File: src/rtl/hazard_scoreboard_unit.sv
`default_nettype none
// ============================================================================
// Module   : hazard_scoreboard_unit
// Brief    : Hazard unit for the 5-stage pipeline. Covers E/D forwarding,
//            load-use and branch-compare stalls, a per-register pending-write
//            scoreboard for variable-latency long ops, and a limit on how many
//            long ops may be in flight. Drives the F/D stall and E flush.
// Revision : 1.0 - initial release
// ============================================================================
module hazard_scoreboard_unit #(
    parameter int REG_AW   = 5,
    parameter int MAX_LONG = 4,
    parameter int CNT_W    = 16
) (
    input  logic              clk,
    input  logic              rst_n,
    input  logic              sig_branch_d,
    input  logic              sig_long_d,
    input  logic [REG_AW-1:0] rs_d,
    input  logic [REG_AW-1:0] rt_d,
    input  logic [REG_AW-1:0] rs_e,
    input  logic [REG_AW-1:0] rt_e,
    input  logic [REG_AW-1:0] write_reg_e,
    input  logic [REG_AW-1:0] write_reg_m,
    input  logic [REG_AW-1:0] write_reg_w,
    input  logic              sig_reg_write_e,
    input  logic              sig_reg_write_m,
    input  logic              sig_reg_write_w,
    input  logic              sig_mem_to_reg_e,
    input  logic              sig_mem_to_reg_m,
    input  logic              long_issue_e,
    input  logic              long_done_w,
    input  logic [REG_AW-1:0] long_dest_w,
    output logic              stall_f,
    output logic              stall_d,
    output logic              flush_e,
    output logic              forward_a_d,
    output logic              forward_b_d,
    output logic [1:0]        forward_a_e,
    output logic [1:0]        forward_b_e,
    output logic [CNT_W-1:0]  stall_count,
    output logic [REG_AW:0]   long_busy
);

    localparam int              c_nreg     = 2 ** REG_AW;
    localparam logic [REG_AW:0] c_max_long = (REG_AW + 1)'(MAX_LONG);
    localparam logic [REG_AW:0] c_lb_one   = (REG_AW + 1)'(1);
    localparam logic [CNT_W-1:0] c_sc_one  = CNT_W'(1);
    localparam logic [c_nreg-1:0] c_bit0   = c_nreg'(1);

    logic [c_nreg-1:0] r_busy;
    logic [REG_AW:0]   r_long_busy;
    logic [CNT_W-1:0]  r_stall_count;

    logic [c_nreg-1:0] w_set_mask;
    logic [c_nreg-1:0] w_clr_mask;
    logic [c_nreg-1:0] w_busy_eff;
    logic              w_lwstall;
    logic              w_brstall;
    logic              w_sbstall;
    logic              w_limstall;
    logic              w_stall;
    logic              w_fwd_a_d;
    logic              w_fwd_b_d;
    logic [1:0]        w_fwd_a_e;
    logic [1:0]        w_fwd_b_e;
    logic [REG_AW:0]   w_long_busy_nxt;

    // Scoreboard masks; the W-stage clear is visible to D in the same cycle
    // because the register file writes in the first half-cycle.
    always_comb begin
        w_set_mask = '0;
        w_clr_mask = '0;
        if (long_issue_e && (write_reg_e != '0))
            w_set_mask = c_bit0 << write_reg_e;
        if (long_done_w)
            w_clr_mask = c_bit0 << long_dest_w;
        w_busy_eff = r_busy & ~w_clr_mask;
    end

    // Forwarding muxes; register 0 never matches, M beats W.
    always_comb begin
        w_fwd_a_d = sig_reg_write_m && (rs_d != '0) && (rs_d == write_reg_m);
        w_fwd_b_d = sig_reg_write_m && (rt_d != '0) && (rt_d == write_reg_m);
        w_fwd_a_e = 2'b00;
        w_fwd_b_e = 2'b00;
        if (sig_reg_write_m && (rs_e != '0) && (rs_e == write_reg_m))
            w_fwd_a_e = 2'b10;
        else if (sig_reg_write_w && (rs_e != '0) && (rs_e == write_reg_w))
            w_fwd_a_e = 2'b01;
        if (sig_reg_write_m && (rt_e != '0) && (rt_e == write_reg_m))
            w_fwd_b_e = 2'b10;
        else if (sig_reg_write_w && (rt_e != '0) && (rt_e == write_reg_w))
            w_fwd_b_e = 2'b01;
    end

    // Stall sources; rt_d doubles as the D destination for the WAW check.
    always_comb begin
        w_lwstall  = sig_mem_to_reg_e && (write_reg_e != '0) &&
                     ((rs_d == write_reg_e) || (rt_d == write_reg_e));
        w_brstall  = sig_branch_d &&
                     ((sig_reg_write_e && (write_reg_e != '0) &&
                       ((rs_d == write_reg_e) || (rt_d == write_reg_e))) ||
                      (sig_mem_to_reg_m && (write_reg_m != '0) &&
                       ((rs_d == write_reg_m) || (rt_d == write_reg_m))));
        w_sbstall  = w_busy_eff[rs_d] || w_busy_eff[rt_d];
        w_limstall = sig_long_d && (r_long_busy == c_max_long) && !long_done_w;
        w_stall    = w_lwstall || w_brstall || w_sbstall || w_limstall;
    end

    // In-flight counter: issue and done together leave it unchanged, and an
    // overflow/underflow holds the count.
    always_comb begin
        w_long_busy_nxt = r_long_busy;
        if (long_issue_e && !long_done_w && (r_long_busy != c_max_long))
            w_long_busy_nxt = r_long_busy + c_lb_one;
        else if (long_done_w && !long_issue_e && (r_long_busy != '0))
            w_long_busy_nxt = r_long_busy - c_lb_one;
    end

    // Scoreboard state; clear before set so issue+done on one register leaves it busy.
    always_ff @(posedge clk or negedge rst_n) begin
        if (!rst_n) begin
            r_busy      <= '0;
            r_long_busy <= '0;
        end else begin
            r_busy      <= (r_busy & ~w_clr_mask) | w_set_mask;
            r_long_busy <= w_long_busy_nxt;
        end
    end

    // Saturating count of stalled cycles.
    always_ff @(posedge clk or negedge rst_n) begin
        if (!rst_n)
            r_stall_count <= '0;
        else if (w_stall && !(&r_stall_count))
            r_stall_count <= r_stall_count + c_sc_one;
    end

    // Combinational outputs are forced low while reset is held.
    assign stall_f     = w_stall & rst_n;
    assign stall_d     = w_stall & rst_n;
    assign flush_e     = w_stall & rst_n;
    assign forward_a_d = w_fwd_a_d & rst_n;
    assign forward_b_d = w_fwd_b_d & rst_n;
    assign forward_a_e = w_fwd_a_e & {2{rst_n}};
    assign forward_b_e = w_fwd_b_e & {2{rst_n}};
    assign stall_count = r_stall_count;
    assign long_busy   = r_long_busy;

    // Protocol checks on the in-flight counter.
    a_no_overflow: assert property (@(posedge clk) disable iff (!rst_n)
        !(long_issue_e && !long_done_w && (r_long_busy == c_max_long)));
    a_no_underflow: assert property (@(posedge clk) disable iff (!rst_n)
        !(long_done_w && !long_issue_e && (r_long_busy == '0)));

endmodule
`default_nettype wire
File: config.mk
export PLATFORM = sky130hd
export DESIGN_NAME = hazard_scoreboard_unit
export DESIGN_NICKNAME = d
export VERILOG_FILES = /design/src/rtl/hazard_scoreboard_unit.sv
export SDC_FILE = /design/constraint.sdc
export NUM_CORES = 1
export LEC_CHECK = 0
export ABC_AREA = 1
export BUFFER_PORTS_ARGS = -buffer_cell sky130_fd_sc_hd__buf_2
export CORE_MARGIN = 1.5
export CORE_UTILIZATION = 57
export DETAILED_ROUTE_END_ITERATION = 7
export GPL_TIMING_DRIVEN = 0
export PLACE_DENSITY = 0.91
export SETUP_SLACK_MARGIN = 0.05
export SLEW_MARGIN = 10
export SYNTH_ARGS = -nofsm -noshare
export SYNTH_HDL_FRONTEND = slang
export SYNTH_SLANG_ARGS = --single-unit
File: constraint.sdc
create_clock -name clk -period 3.09 [get_ports clk]
set_input_delay 0.309 -clock clk [delete_from_list [all_inputs] [get_ports clk]]
set_output_delay 0.309 -clock clk [all_outputs]
set_load 0.005 [all_outputs]
==> results of run 1 <==
## Yosys cell counts (3+ instances only)
cell type / number / area, um^2
buf_1: 3 / 11.3
a21oi_1: 15 / 75.1
xor2_1: 22 / 193
inv_1: 56 / 210
xnor2_1: 16 / 140
nand2_1: 183 / 687
nand4_1: 19 / 119
inv_2: 4 / 15.0
nor3_1: 10 / 50.1
buf_4: 8 / 60.1
o21ai_0: 26 / 130
o21ai_1: 10 / 50.1
clkbuf_1: 9 / 33.8
nor4_1: 11 / 68.8
ha_1: 5 / 62.6
nor2_1: 46 / 173
o31ai_1: 14 / 105
nand3_1: 100 / 500
clkinv_1: 4 / 15.0
buf_2: 8 / 40.0
o22ai_1: 3 / 18.8
dfrtp_1: 54 / 1350
## per-stage QoR
step	hold slack, ps	instances	instance area (um^2)	util (%)
3_5_place_dp	489	813	4740	65.4
5_1_grt	114	820	4860	67.0
2_1_floorplan	13.4	643	4260	-
6_report	58.2	820	4860	67.0
3_3_place_gp	470	813	4740	65.4
4_1_cts	317	820	4860	66.9
## final cells by class
class	instances	area [um^2]
fillers	642	2390
well taps	99	124
inverters	64	240
clock buffers	6	82.6
repair buffers	71	358
clock inverters	1	30.0
multi-input cells	495	2510
flip-flops and latches	54	1350
plain buffers	30	161
## worst max-delay path, cell delays in order, from the launching register on
cell	delay, ps
dfrtp_1	450
or2_2	320
inv_1	80
nand4_1	100
nand3_1	250
ha_1	340
a21oi_1	190
inv_1	60
a31oi_1	200
nor2_1	60
inv_1	80
nand2_1	70
a21oi_1	170
mux2i_1	230
xor2_1	160
## cells in the final DEF (no fill, tap or decap), types with 2 or more instances in the layout
master,n
o21ai_0,26
clkbuf_1,9
o21ai_1,10
o31ai_1,14
buf_4,9
nand2_2,2
buf_2,78
buf_1,3
xnor2_1,16
nor4_1,11
nor2_1,46
nand3_1,100
inv_1,56
o22ai_1,3
nor2_2,2
nand4_1,19
nor3_1,10
clkbuf_8,6
clkinv_1,4
inv_2,4
xor2_1,22
ha_1,5
a21oi_1,15
nand2_1,183
dfrtp_1,54
## how the worst max path moves through the flow
stage	endpoint	depth (start not counted)	from	slack, ps
after detailed placement	long_busy[5]	14	long_busy[1]	300
after floorplan	long_busy[5]	14	long_busy[1]	650
after global placement	stall_f	14	long_done_w	430
after CTS	long_busy[5]	14	long_busy[1]	290
final	long_busy[5]	14	long_busy[1]	250
after global routing	long_busy[5]	14	long_busy[1]	60
## where the power goes
| group | switching (mW) | total, mW | leakage [nW] | internal (mW) |
|---|---|---|---|---|
| Sequential | 0.128 | 1.00 | 0.681 | 0.873 |
| Combinational | 0.594 | 0.975 | 1.72 | 0.382 |
| Clock | 0.232 | 0.491 | 0.0573 | 0.260 |
| Total | 0.954 | 2.47 | 2.45 | 1.51 |
## routing by layer
metal	GRT usage [%]	up-vias	share of wire (%)
met5	0	-	0
met4	15.7	0	4.0
met3	5.26	50	9.6
met2	54.1	309	45
met1	44.6	2249	42
li1	-	2283	-
## logic make-up (layout without fill, tap and decap cells)
family	count (synthesis)	count (layout)	synth area share, %
flip-flops	54	54	31.7
adder cells (fa/ha/maj)	6	6	1.94
AO/OA/AOI/OAI	73	73	9.80
buffers and inverters	94	172	9.42
AND/OR/NAND/NOR	376	376	38.9
multiplexers	2	2	0.499
XOR/XNOR	38	38	7.80
## flip-flops by register name, summed over array words and instances, names as in the netlist
signal / count
r_busy: 32
stall_count: 16
long_busy: 6
==> results.json, run 1 <==
{
  "maxCapViolations": 0,
  "numCtsBuffers": 5,
  "track_usage_pct": 33.7,
  "clock-sinks": 54,
  "rr_startpoint": "long_busy[1]",
  "die_height_um": 89.5,
  "postCtsHoldBufs": 0,
  "powerDensity_mw_per_mm2": 508,
  "setup_viol_count_final": 0,
  "grt_pass1_wl_mm": 20.7,
  "rsz0062_at_grt": "false",
  "hold_viol_final": 0,
  "finalSetupTns_ps": 0,
  "grt_max_degree": 58,
  "via_per_inst": 5.96,
  "power.total_mw": 2.47,
  "io_pins": 82,
  "path_clk_slew_ps": 100,
  "grt_pass1_vias": 4444,
  "clockBufferDepth": 2,
  "cp-start-kind": "register",
  "dieArea_mm2": 0.00801,
  "worstSetupPathType": "register to register",
  "netlist_area_mm2": 0.00426,
  "synth.avg_cell_area_um2": 6.63,
  "ys_seq_area_share_pct": 31.7,
  "ff2ff_setup_slack_ps": 250,
  "drive_gt1_share_pct": 14.8,
  "status": "completed",
  "postRouteAntennaNets": 0,
  "ys_ff_latch": 54,
  "antenna_cells": 0,
  "worst_r2r_path_depth": 14,
  "start_util_pct": 58.8,
  "cp.required_ps": 3330,
  "antenna_found_initial": 0,
  "cts_setup_buffers": 0,
  "synthCells": 643,
  "rows": 31,
  "yosys_warnings": 0,
  "drt_wl_total_mm": 13.2,
  "worst-slew-pin-transition_ps": 737,
  "leakage_nw": 2.45,
  "vias": 4891,
  "dp_hpwl_mm": 9.89,
  "cts-htree-levels": 2,
  "fp.dieW_um": 89.5,
  "portBuffers": 71,
  "crit_fanout": 7,
  "final_net_count": 778,
  "fin_skew_ps": 4.71,
  "synth_cell_type_count": 37,
  "synthesis.nets": 700,
  "area_growth_pct": 13.9,
  "root_buffer": "clkbuf_8",
  "wl_per_cell_um": 16.2,
  "max_freq_mhz": 352,
  "timing.final.max_slew_violations": 0,
  "end_kind": "register",
  "ctsResizeCount": 0,
  "synth_edf_count": 0,
  "worst_hold_path_type": "input port to asynchronous set/reset pin",
  "place_congestion": 1.06,
  "ir_drop_uv": 464,
  "cts_tree": "done",
  "overflow": 0,
  "dr.pass1.iters": 6,
  "synth_ff_type": "dfrtp_1",
  "async_flop_share_pct": 100,
  "timing.slew.headroom_pct": 50.8,
  "fin_crit_ps": 2840,
  "drc": 0,
  "core-area_mm2": 0.00725,
  "finalCritPeriodShare_pct": 91.9,
  "clock_latency_ps": 310,
  "reg2reg_to": "long_busy[5]",
  "setup_slack_ps": 250,
  "dp_slack_ps": 301,
  "drt-initial-drc-count": 721,
  "crit_arrival_ps": 3080
}
No activity file was read; power rests on OpenSTA's default activity.
==> run 2: changes to the inputs <==
Settings changed: CORE_UTILIZATION 57 to 61, CTS_CLUSTER_SIZE set to 20, PLACE_DENSITY 0.91 to 0.95.
Clock period 3.09 ns to 3.4 ns, I/O delays scaled along.
==> results.json, run 2 (synthesis results as in run 1) <==
{
  "wl_per_cell_um": 15.7,
  "leakage_nw": 2.45,
  "grt_max_degree": 58,
  "clock_latency_ps": 310,
  "drc": 0,
  "grt_pass1_vias": 4539,
  "power.total_mw": 2.23,
  "crit_arrival_ps": 2510,
  "io_pins": 82,
  "rsz0062_at_grt": "false",
  "dieArea_mm2": 0.00750,
  "rr_startpoint": "long_busy[1]",
  "finalSetupTns_ps": 0,
  "cp.required_ps": 3060,
  "reg2reg_to": "long_busy[5]",
  "ff2ff_setup_slack_ps": 590,
  "finalCritPeriodShare_pct": 83.7,
  "numCtsBuffers": 5,
  "clock-sinks": 54,
  "status": "completed",
  "antenna_found_initial": 0,
  "worst_r2r_path_depth": 14,
  "crit_fanout": 10,
  "antenna_cells": 0,
  "overflow": 0,
  "worst_hold_path_type": "input port to asynchronous set/reset pin",
  "place_congestion": 0.963,
  "portBuffers": 71,
  "dp_hpwl_mm": 9.95,
  "worstSetupPathType": "input port to output pin",
  "die_height_um": 86.6,
  "ctsResizeCount": 0,
  "ir_drop_uv": 419,
  "grt_pass1_wl_mm": 21.1,
  "powerDensity_mw_per_mm2": 460,
  "crit_path_end": "stall_f",
  "drive_gt1_share_pct": 14.8,
  "hold_viol_final": 0,
  "root_buffer": "clkbuf_8",
  "vias": 4835,
  "final_net_count": 778,
  "clockBufferDepth": 2,
  "cts_tree": "done",
  "fin_crit_ps": 2850,
  "rows": 30,
  "postCtsHoldBufs": 0,
  "postRouteAntennaNets": 0,
  "timing.slew.headroom_pct": 51.1,
  "start_util_pct": 62.8,
  "end_kind": "output pin",
  "area_growth_pct": 13.7,
  "largest_register_ff_count": 32,
  "worst-slew-pin-transition_ps": 734,
  "path_clk_slew_ps": 100,
  "setup_viol_count_final": 0,
  "layout_commonest_cell": "nand2_1",
  "via_per_inst": 5.92,
  "regMostFlops": "r_busy",
  "core-area_mm2": 0.00679,
  "fp.dieW_um": 86.6,
  "cts-htree-levels": 2,
  "crit_start": "long_done_w",
  "cts_setup_buffers": 0,
  "fin_skew_ps": 11.3,
  "track_usage_pct": 35.7,
  "max_freq_mhz": 351,
  "drt_wl_total_mm": 12.8,
  "maxCapViolations": 0,
  "mostFrequentLayoutCells": "nand2_1, nand3_1, buf_2",
  "timing.final.max_slew_violations": 0,
  "drt-initial-drc-count": 553,
  "cp-start-kind": "input port",
  "dr.pass1.iters": 6
}
run 2: cell types whose count changed in the layout (fill, tap and decap cells not counted):
cell	delta
clkbuf_8	-1
clkinv_4	+1
run 2: through the flow:
stage / hold slack [ps] / setup slack, ps / utilization [%] / std cells / instance area (um^2)
3_3_place_gp: 473 / 728 / 69.8 / 810 / 4740
6_report: 66.6 / 553 / 71.4 / 817 / 4850
3_5_place_dp: 483 / 634 / 69.8 / 810 / 4740
5_1_grt: 126 / 350 / 71.4 / 817 / 4850
2_1_floorplan: 44.4 / 958 / - / 643 / 4260
4_1_cts: 333 / 601 / 71.3 / 817 / 4850
run 2: final cells by class:
| type | instances | area (um^2) |
|---|---|---|
| buffer | 30 | 161 |
| sequential | 54 | 1350 |
| clock buffer | 5 | 68.8 |
| tap | 96 | 120 |
| timing repair buffer | 71 | 358 |
| multi-input combinational | 495 | 2510 |
| inverter | 64 | 240 |
| clock inverter | 2 | 38.8 |
| fill | 610 | 1940 |
run 2: report_power, final:
part | switching [mW] | internal [mW]
clock | 0.221 | 0.217
combinational | 0.537 | 0.347
sequential | 0.114 | 0.794
run 2: metal layers:
layer	share of wire, %	track usage, %
met4	4.5	13.9
met1	42	48.1
met2	44	58.6
met3	9.5	4.76
met5	0	0
run 2: how the worst min path moves through the flow:
stage / start / to / slack (ps) / cells after the start
after floorplan: rst_n / long_busy[0] / 40 / 0
after global placement: long_busy[5] / long_busy[5] / 470 / 1
after detailed placement: long_busy[5] / long_busy[5] / 480 / 1
after CTS: long_issue_e / r_busy[16] / 330 / 3
after global routing: rst_n / long_busy[3] / 130 / 1
final: rst_n / long_busy[3] / 70 / 1
run 2: worst max-delay path, stage by stage:
cell and delay [ps]:
buf_2 120, nand2_1 230, clkinv_1 350, nand3_1 200, nand2_1 150, nand2_1 100
nand3_1 80, nand2_1 100, nand3_1 100, a21oi_1 200, nor2_2 70, a21oi_1 220
buf_4 150, buf_2 100
==> run 3: changes to the inputs <==
Settings changed: CORE_UTILIZATION 61 to 51, PLACE_DENSITY 0.95 to 0.86.
Clock period 3.4 ns to 2.3 ns, I/O delays scaled along.
==> results.json, run 3 (synthesis results as in run 1) <==
{
  "dr.pass1.iters": 5,
  "reg2reg_to": "long_busy[5]",
  "grt_max_degree": 58,
  "drt-initial-drc-count": 428,
  "clock_latency_ps": 320,
  "vias": 4870,
  "rr_startpoint": "long_busy[0]",
  "clock-sinks": 54,
  "io_pins": 82,
  "wl_per_cell_um": 16.7,
  "power.switching_mw": 1.41,
  "antenna_found_initial": 0,
  "overflow": 0,
  "final_net_count": 790,
  "whs_ps": -27.0,
  "timing.slew.headroom_pct": 49.8,
  "cts-htree-levels": 2,
  "combPwrFrac_pct": 44.6,
  "grt_pass1_vias": 4555,
  "rsz0062_at_grt": "true",
  "end_kind": "register",
  "powerDensity_mw_per_mm2": 691,
  "crit_start": "long_busy[0]",
  "wl_met2_mm": 6.18,
  "largest_register_ff_count": 32,
  "regMostFlops": "r_busy",
  "root_buffer": "clkbuf_8",
  "antenna_cells": 0,
  "fin_skew_ps": 12.7,
  "fp.dieW_um": 94.4,
  "m1WireLength_mm": 5.99,
  "top_layer_used": "met4",
  "worstSetupPathType": "register to register",
  "leakage_nw": 2.52,
  "cp-start-kind": "register",
  "numCtsBuffers": 5,
  "final_core_util_pct": 61.7,
  "die_height_um": 94.4,
  "max_freq_mhz": 415,
  "setup_slack_ps": -107,
  "worst_r2r_path_depth": 14,
  "clkPwrFrac_pct": 17.1,
  "crit_arrival_ps": 2660,
  "grt_pass1_wl_mm": 22.2,
  "timing.final.max_slew_violations": 0,
  "layout_commonest_cell": "nand2_1",
  "area_growth_pct": 18.3,
  "worst_hold_path_type": "input port to asynchronous set/reset pin",
  "place_congestion": 1.01,
  "via_per_inst": 5.80,
  "finalCritPeriodShare_pct": 105,
  "violations": "hold timing, setup timing",
  "cts_tree": "done",
  "fin_crit_ps": 2410,
  "path_clk_slew_ps": 110,
  "drive_gt1_share_pct": 19.2,
  "drc": 0,
  "ff2ff_setup_slack_ps": -110,
  "fillers": 787,
  "track_usage_pct": 32.2,
  "core-area_mm2": 0.00818,
  "dp_hpwl_mm": 10.3,
  "hold_viol_final": 54,
  "dp_slack_ps": -226,
  "internal-power_mw": 2.08,
  "start_util_pct": 52.2,
  "p_seq_share_pct": 38.3,
  "power.total_mw": 3.48,
  "clockBufferDepth": 2,
  "dieArea_mm2": 0.00892,
  "sw_frac_of_total_pct": 40.4,
  "crit_fanout": 4,
  "status": "finished with violations",
  "maxCapViolations": 0,
  "ir_drop_uv": 678,
  "portBuffers": 71,
  "drt_wl_total_mm": 14.0,
  "postRouteAntennaNets": 0,
  "mostFrequentLayoutCells": "nand2_1, nand3_1, buf_2",
  "cp.required_ps": 2550,
  "rows": 33,
  "worst-slew-pin-transition_ps": 753,
  "dr_wl_met3_mm": 1.32,
  "setup_viol_count_final": 3
}
run 3: worst max-delay path by stage:
| stage | to | slack (ps) | cells past startpoint |
|---|---|---|---|
| 2_1_floorplan | long_busy[5] | 10 | 14 |
| 3_3_place_gp | stall_d | -140 | 14 |
| 3_5_place_dp | long_busy[5] | -230 | 14 |
| 4_1_cts | long_busy[5] | -100 | 14 |
| 5_1_grt | long_busy[5] | -210 | 14 |
| 6_report | long_busy[5] | -110 | 14 |
run 3: area by class of cell:
class                      count  area (um^2)  area share, %
buffer                        30          165           3.27
clock buffer                   6         82.6           1.64
clock inverter                 2         16.3          0.323
inverter                      64          246           4.89
multi-input combinational    495         2590           51.3
sequential                    54         1350           26.8
tap                          105          131           2.60
timing repair buffer          83          460           9.13
run 3: power by group through the flow:
stage | clock (mW) | combinational, mW | sequential (mW)
after floorplan | 0 | 0.895 | 1.34
after global placement | 0 | 1.28 | 1.35
after detailed placement | 0 | 1.33 | 1.36
after CTS | 0.603 | 1.43 | 1.33
after global routing | 0.635 | 1.69 | 1.36
final | 0.597 | 1.55 | 1.33
run 3: what timing repair did:
| item | 4_1_cts | 5_1_grt |
|---|---|---|
| hold buffers | 0 | 0 |
| resized for setup | 20 | 7 |
| pin swaps | 4 | 7 |
| setup endpoints to repair | 6 | 16 |
| buffers inserted | 7 | 5 |
run 3: worst max-delay path, cell delays in order (launching register included):
cell and delay [ps]:
dfrtp_2 420, or2_4 250, inv_2 60, nand4_1 160
nand3_4 160, ha_4 220, a21oi_2 140, inv_1 60
a31oi_2 170, nor2_1 60, inv_1 70, nand2_1 60
a21oi_2 130, mux2i_1 220, xor2_1 160
run 3: metrics by stage:
step	cell area [um^2]	TNS (ps)	cells
3_3_place_gp	4790	-622	819
3_5_place_dp	4790	-1410	819
6_report	5040	-121	839
2_1_floorplan	4300	0	643
5_1_grt	5040	-505	839
4_1_cts	4990	-98.8	834
run 3: per-layer routing:
layer,global-route usage (%),vias to the layer above
met1,43.2,2253
li1,-,2313
met5,0,-
met3,6.44,49
met2,51.0,255
met4,12.8,0
